<file path="config.mk">
export PLATFORM = sky130hd
export DESIGN_NAME = seq_detector
export DESIGN_NICKNAME = d
export VERILOG_FILES = /design/src/rtl/seq_detector.sv
export SDC_FILE = /design/constraint.sdc
export NUM_CORES = 1
export LEC_CHECK = 0
export CAP_MARGIN = 20
export CORE_ASPECT_RATIO = 2
export CORE_MARGIN = 5
export CORE_UTILIZATION = 25
export CTS_CLUSTER_SIZE = 25
export DETAILED_ROUTE_END_ITERATION = 8
export HOLD_SLACK_MARGIN = 0.06
export SLEW_MARGIN = 20
export SYNTH_ARGS = -nofsm -noshare
export SYNTH_HDL_FRONTEND = slang
export SYNTH_SLANG_ARGS = --single-unit
</file>
<file path="constraint.sdc">
create_clock -name clk -period 1.8 [get_ports clk]
set_clock_uncertainty 0.2 [all_clocks]
set_input_delay 0.54 -clock clk [delete_from_list [all_inputs] [get_ports clk]]
set_output_delay 0.54 -clock clk [all_outputs]
set_load 0.005 [all_outputs]
</file>
<file path="src/rtl/seq_detector.sv">
// seq_detector: serial bit-pattern detector with registered match pulse and saturating match counter
// Ports:
//   clk         rising-edge clock
//   rst         synchronous active-high reset (highest priority)
//   clr         synchronous soft clear of history, state and counter
//   in_valid    qualifies in; the bit is accepted on the rising edge when high
//   in          serial data bit, first bit of the pattern arrives first
//   out         one-cycle registered pulse per detected match
//   match_count saturating count of matches since reset/clr
//   armed       high while W bits of history are held
module seq_detector #(
    parameter int             W       = 4,
    parameter logic [W-1:0]   PATTERN = 4'b1011,
    parameter int             OVERLAP = 1,
    parameter int             CNT_W   = 8
) (
    input  logic             clk,
    input  logic             rst,
    input  logic             clr,
    input  logic             in_valid,
    input  logic             in,
    output logic             out,
    output logic [CNT_W-1:0] match_count,
    output logic             armed
);
    localparam int FW = $clog2(W + 1);
    localparam logic [FW-1:0] FULL = FW'(W);
    typedef enum logic [1:0] {IDLE = 2'd0, FILL = 2'd1, ARMED = 2'd2} state_t;
    state_t state, state_n;
    logic [W-1:0] hist, hist_n, shifted;
    logic [FW-1:0] fill, fill_n, fill_inc;
    logic [CNT_W-1:0] cnt_n;
    logic match;
    always_ff @(posedge clk) begin
        if (rst) begin
            state       <= IDLE;
            hist        <= '0;
            fill        <= '0;
            out         <= 1'b0;
            match_count <= '0;
            armed       <= 1'b0;
        end else begin
            state       <= state_n;
            hist        <= hist_n;
            fill        <= fill_n;
            out         <= match;
            match_count <= cnt_n;
            armed       <= state_n == ARMED;
        end
    end
    always_comb begin
        state_n  = state;
        hist_n   = hist;
        fill_n   = fill;
        cnt_n    = match_count;
        match    = 1'b0;
        shifted  = {hist[W-2:0], in};
        fill_inc = (fill == FULL) ? FULL : fill + FW'(1);
        if (clr) begin
            state_n = IDLE;
            hist_n  = '0;
            fill_n  = '0;
            cnt_n   = '0;
        end else if (state != IDLE && state != FILL && state != ARMED) begin
            // illegal encoding: recover to a clean empty state, ignore any bit
            state_n = IDLE;
            hist_n  = '0;
            fill_n  = '0;
        end else if (in_valid) begin
            match   = (shifted == PATTERN) && (fill_inc == FULL);
            hist_n  = shifted;
            fill_n  = fill_inc;
            state_n = (fill_inc == FULL) ? ARMED : FILL;
            cnt_n   = (match && match_count != '1) ? match_count + CNT_W'(1) : match_count;
            // non-overlapping mode throws away the history that formed the match
            if (match && OVERLAP == 0) begin
                state_n = IDLE;
                hist_n  = '0;
                fill_n  = '0;
            end
        end
    end
endmodule

</file>
==> summary.md <==
| Metric | Value |
|---|---|
| Primary FF master, synth | dfxtp_1 |
| Switching Share | 20.6% |
| CTS tree | yes |
| Hold_ws | 0.271 ns |
| Synth top cells by count | 18 x dfxtp_1, 10 x a21oi_1, 8 x nor2_1 |
| # rows | 30 |
| Critical Path RT | 1.79 ns |
| Crit path max-delay family | simple AND/OR/NAND/NOR gates |
| Gpl congestion | 0.727 |
| Critical path type | reg2reg |
| Critical R2R Capture | match_count[5]$_SDFFE_PP0P_ |
| Fillers | 329 |
| First-pass GRT wire length | 3990 µm |
| Mapped cell area | 867 µm² |
| CTS Hold Buffers Added | 0 |
| CP max stage cell | or4_4 |
| Netlist cell types | 33 |
| Syn. warnings | 0 |
| DR pass1 iterations | 3 |
| Remaining DRCs | 0 |
| Largest cells by area after synthesis | dfxtp_1 42%, a21oi_1 5.8%, mux2i_1 5.8% |
| Worst Hold Depth | 2 |
| DR WL/cell | 14.7 µm |
| Worst rel slew slack | 74.5% |
| Clock tree buffer depth | 2 |
| Largest net degree at the start of global routing | 11 |
| Async S/R FF share, synth | 0% |
| P_sw | 0.162 mW |
| P per Cell Area | 534 nW/µm² |
| Top cell type's share of synthesized area | 41.6% |
| Critical path arrival | 1.97 ns |
| Power Total | 0.783 mW |
| Final instance area | 1470 µm² |
| Final setup fails | 7 |
| CTS clk-pin slew, worst paths | 0.07 ns |
| Leakage | 0.650 nW |
| Yosys top cell by area | dfxtp_1 |
| Setup slack, reg-to-reg | -0.18 ns |
| Core area | 3380 µm² |
| Max Slew Vio Count | 0 |
| GRT overflow | 0 |
| Placed cell area | 1170 µm² |
| Total wire length | 2500 µm |
| Layout area overhead | 69.0% |
| R2R cell count | 5 |
| ANT nets after route | 0 |
| Status | finished with violations |
| H-Tree Depth | 1 |
| Failing checks | negative setup slack |
| CP Launch Point | match_count[1]$_SDFFE_PP0P_ |
| Sequential cell area fraction in the yosys report | 41.6% |
| EDFF count, synth | 0 |
| Vias per cell | 5.25 |
| Crit-path max FO | 6 |
| Logic pwr share | 6.5% |
| Post-route minimum period | 1.98 ns |
| Internal power | 0.621 mW |
| Hold Path Class | reg2reg |
| Cells after synthesis | 97 |
| Antenna Cells | 0 |
| Sequential power share | 51.4% |
| Clock sinks | 18 |
| Final WS setup | -0.179 ns |
| Die width | 51.6 µm |
| NumNets Final | 147 |
| Yosys reg bits | 18 |
| Total GRT Usage | 10.8% |
| Unrepaired setup endpoints after global routing | yes |
| Crit-path cells | ha_4 > and3_4 > a211o_4 > or4_4 > a21oi_2 |
| Slew of the pin with the lowest slew margin | 0.383 ns |
| Clk_lat worst skew | 0.26 ns |
| Worst path bufs/invs | 0 |
| DR iter-0 viols | 5 |
| Stages on worst setup path | 5 |
| Hold EP | state[0]$_SDFF_PP0_ |
| HP Start | state[0]$_SDFF_PP0_ |
| Input/output buffers | 14 |
| Num ports | 15 |
| Most frequent cell after synthesis | dfxtp_1 |
| Vias | 892 |
| Die area | 4820 µm² |
| TritonCTS buffer count | 3 |
| Syn_nets | 105 |
| Initial antenna violation count | 0 |
| Maxcap violations | 0 |
| Share of cells above drive strength 1 | 52.2% |
| Crit end category | register |
| Die height | 93.3 µm |
| Number of global-route vias before repair | 929 |
| Mean Syn Cell Area | 8.94 µm² |
| Dpl hpwl | 1690 µm |
| Fin crit share | 110% |
| Crit path launch type | register |
| Reg-to-reg startpoint | match_count[1]$_SDFFE_PP0P_ |
| Maximum VDD drop | 473 µV |
| F_max | 505 MHz |
| Final hold vios | 0 |
| Crit-path max cell delay | 0.54 ns |
| Clock power frac | 42.1% |
| Starting Density | 25.7% |
| Clk root buf | clkbuf_8 |
==> per-stage QoR <==
step,setup WS [ns],util (%),TNS [ns],std cells
after detailed placement,-0.658,34.7,-6.89,157
after global routing,-0.204,43.4,-1.11,170
after floorplan,-0.0741,-,-0.201,97
after global placement,-0.606,34.7,-6.11,157
final,-0.179,43.4,-0.747,170
after CTS,-0.163,39.8,-0.957,167
==> sequential cells by signal (all words and copies together) (netlist names) <==
signal and cells:
state 2, match_count 8, hist 3, out 1, fill 3, armed 1
==> routing by layer <==
layer / GRT usage, % / routed length (µm)
met2: 20.9 / 1490
met3: 1.12 / 61
met4: 5.91 / 57
met1: 10.5 / 891
met5: 0 / 0
==> logic make-up after synthesis <==
group                      synth area share [%]
AOI/OAI and AO/OA                          13.7
xor gates and xnor gates                   1.01
adders and majority gates                  4.33
buffers and inverters                      4.33
DFF                                        41.6
muxes                                      7.07
and+or+nand+nor                            28.0
==> final cells by class <==
cell class                 count  area, µm²  area share (%)
inverter                       3       11.3           0.769
clock buffer                   4       55.1            3.76
sequential                    18        375            25.6
tap                           32       40.0            2.73
timing repair buffer          42        355            24.3
multi-input combinational     71        628            42.9
==> timing repair <==
item / CTS / global route
hold endpoints to repair: 0 / 0
setup buffers: 6 / 3
pin swaps: 10 / 6
setup endpoints to repair: 20 / 15
resized for setup: 30 / 26
==> power groups by stage <==
stage	logic [mW]	clock network [mW]	registers, mW
final	0.0509	0.330	0.402
after global routing	0.0561	0.362	0.402
after CTS	0.0501	0.339	0.402
after detailed placement	0.0487	0	0.413
after global placement	0.0468	0	0.413
after floorplan	0.0240	0	0.412
==> worst register-to-register path: cells and delay by family, from the launching register on <==
| family | cells | cell delay, ns |
|---|---|---|
| AND/OR/NAND/NOR | 2 | 0.72 |
| AO/OA/AOI/OAI | 2 | 0.51 |
| flip-flops | 1 | 0.33 |
| adder cells (fa/ha/maj) | 1 | 0.16 |
==> how the worst max path moves through the flow <==
stage | to | slack (ns)
floorplan | match_count[2]$_SDFFE_PP0P_ | -0.07
detailed placement | match_count[5]$_SDFFE_PP0P_ | -0.66
CTS | match_count[5]$_SDFFE_PP0P_ | -0.16
global placement | match_count[0]$_SDFFE_PP0P_ | -0.61
finish | match_count[5]$_SDFFE_PP0P_ | -0.18
global route | match_count[4]$_SDFFE_PP0P_ | -0.20
==> cells in the final DEF (no fill, tap or decap), drive strengths merged <==
| master | synthesis | routed |
|---|---|---|
| nor3 | 3 | 3 |
| inv | 3 | 3 |
| nand3 | 4 | 4 |
| a211o | 1 | 1 |
| or2 | 1 | 1 |
| and4b | 2 | 2 |
| dlymetal6s2s | 0 | 3 |
| a21oi | 10 | 10 |
| a211oi | 1 | 1 |
| clkbuf | 3 | 5 |
| nand4 | 1 | 1 |
| mux2i | 5 | 5 |
| a21o | 1 | 1 |
| or3 | 2 | 2 |
| mux2 | 1 | 1 |
| o21ai | 3 | 3 |
| nor4 | 1 | 1 |
| or4 | 4 | 4 |
| nand4b | 1 | 1 |
| dfxtp | 18 | 18 |
| nor2 | 8 | 8 |
| clkdlybuf4s50 | 0 | 3 |
| nand2b | 2 | 2 |
| o31ai | 4 | 4 |
| buf | 2 | 28 |
| dlygate4sd2 | 0 | 7 |
| and2 | 1 | 1 |
| nand2 | 5 | 5 |
| and3b | 1 | 1 |
| ha | 3 | 3 |
| xor2 | 1 | 1 |
| and3 | 4 | 4 |
| and4 | 1 | 1 |
Note: power is estimated with default switching activity, not from simulation.
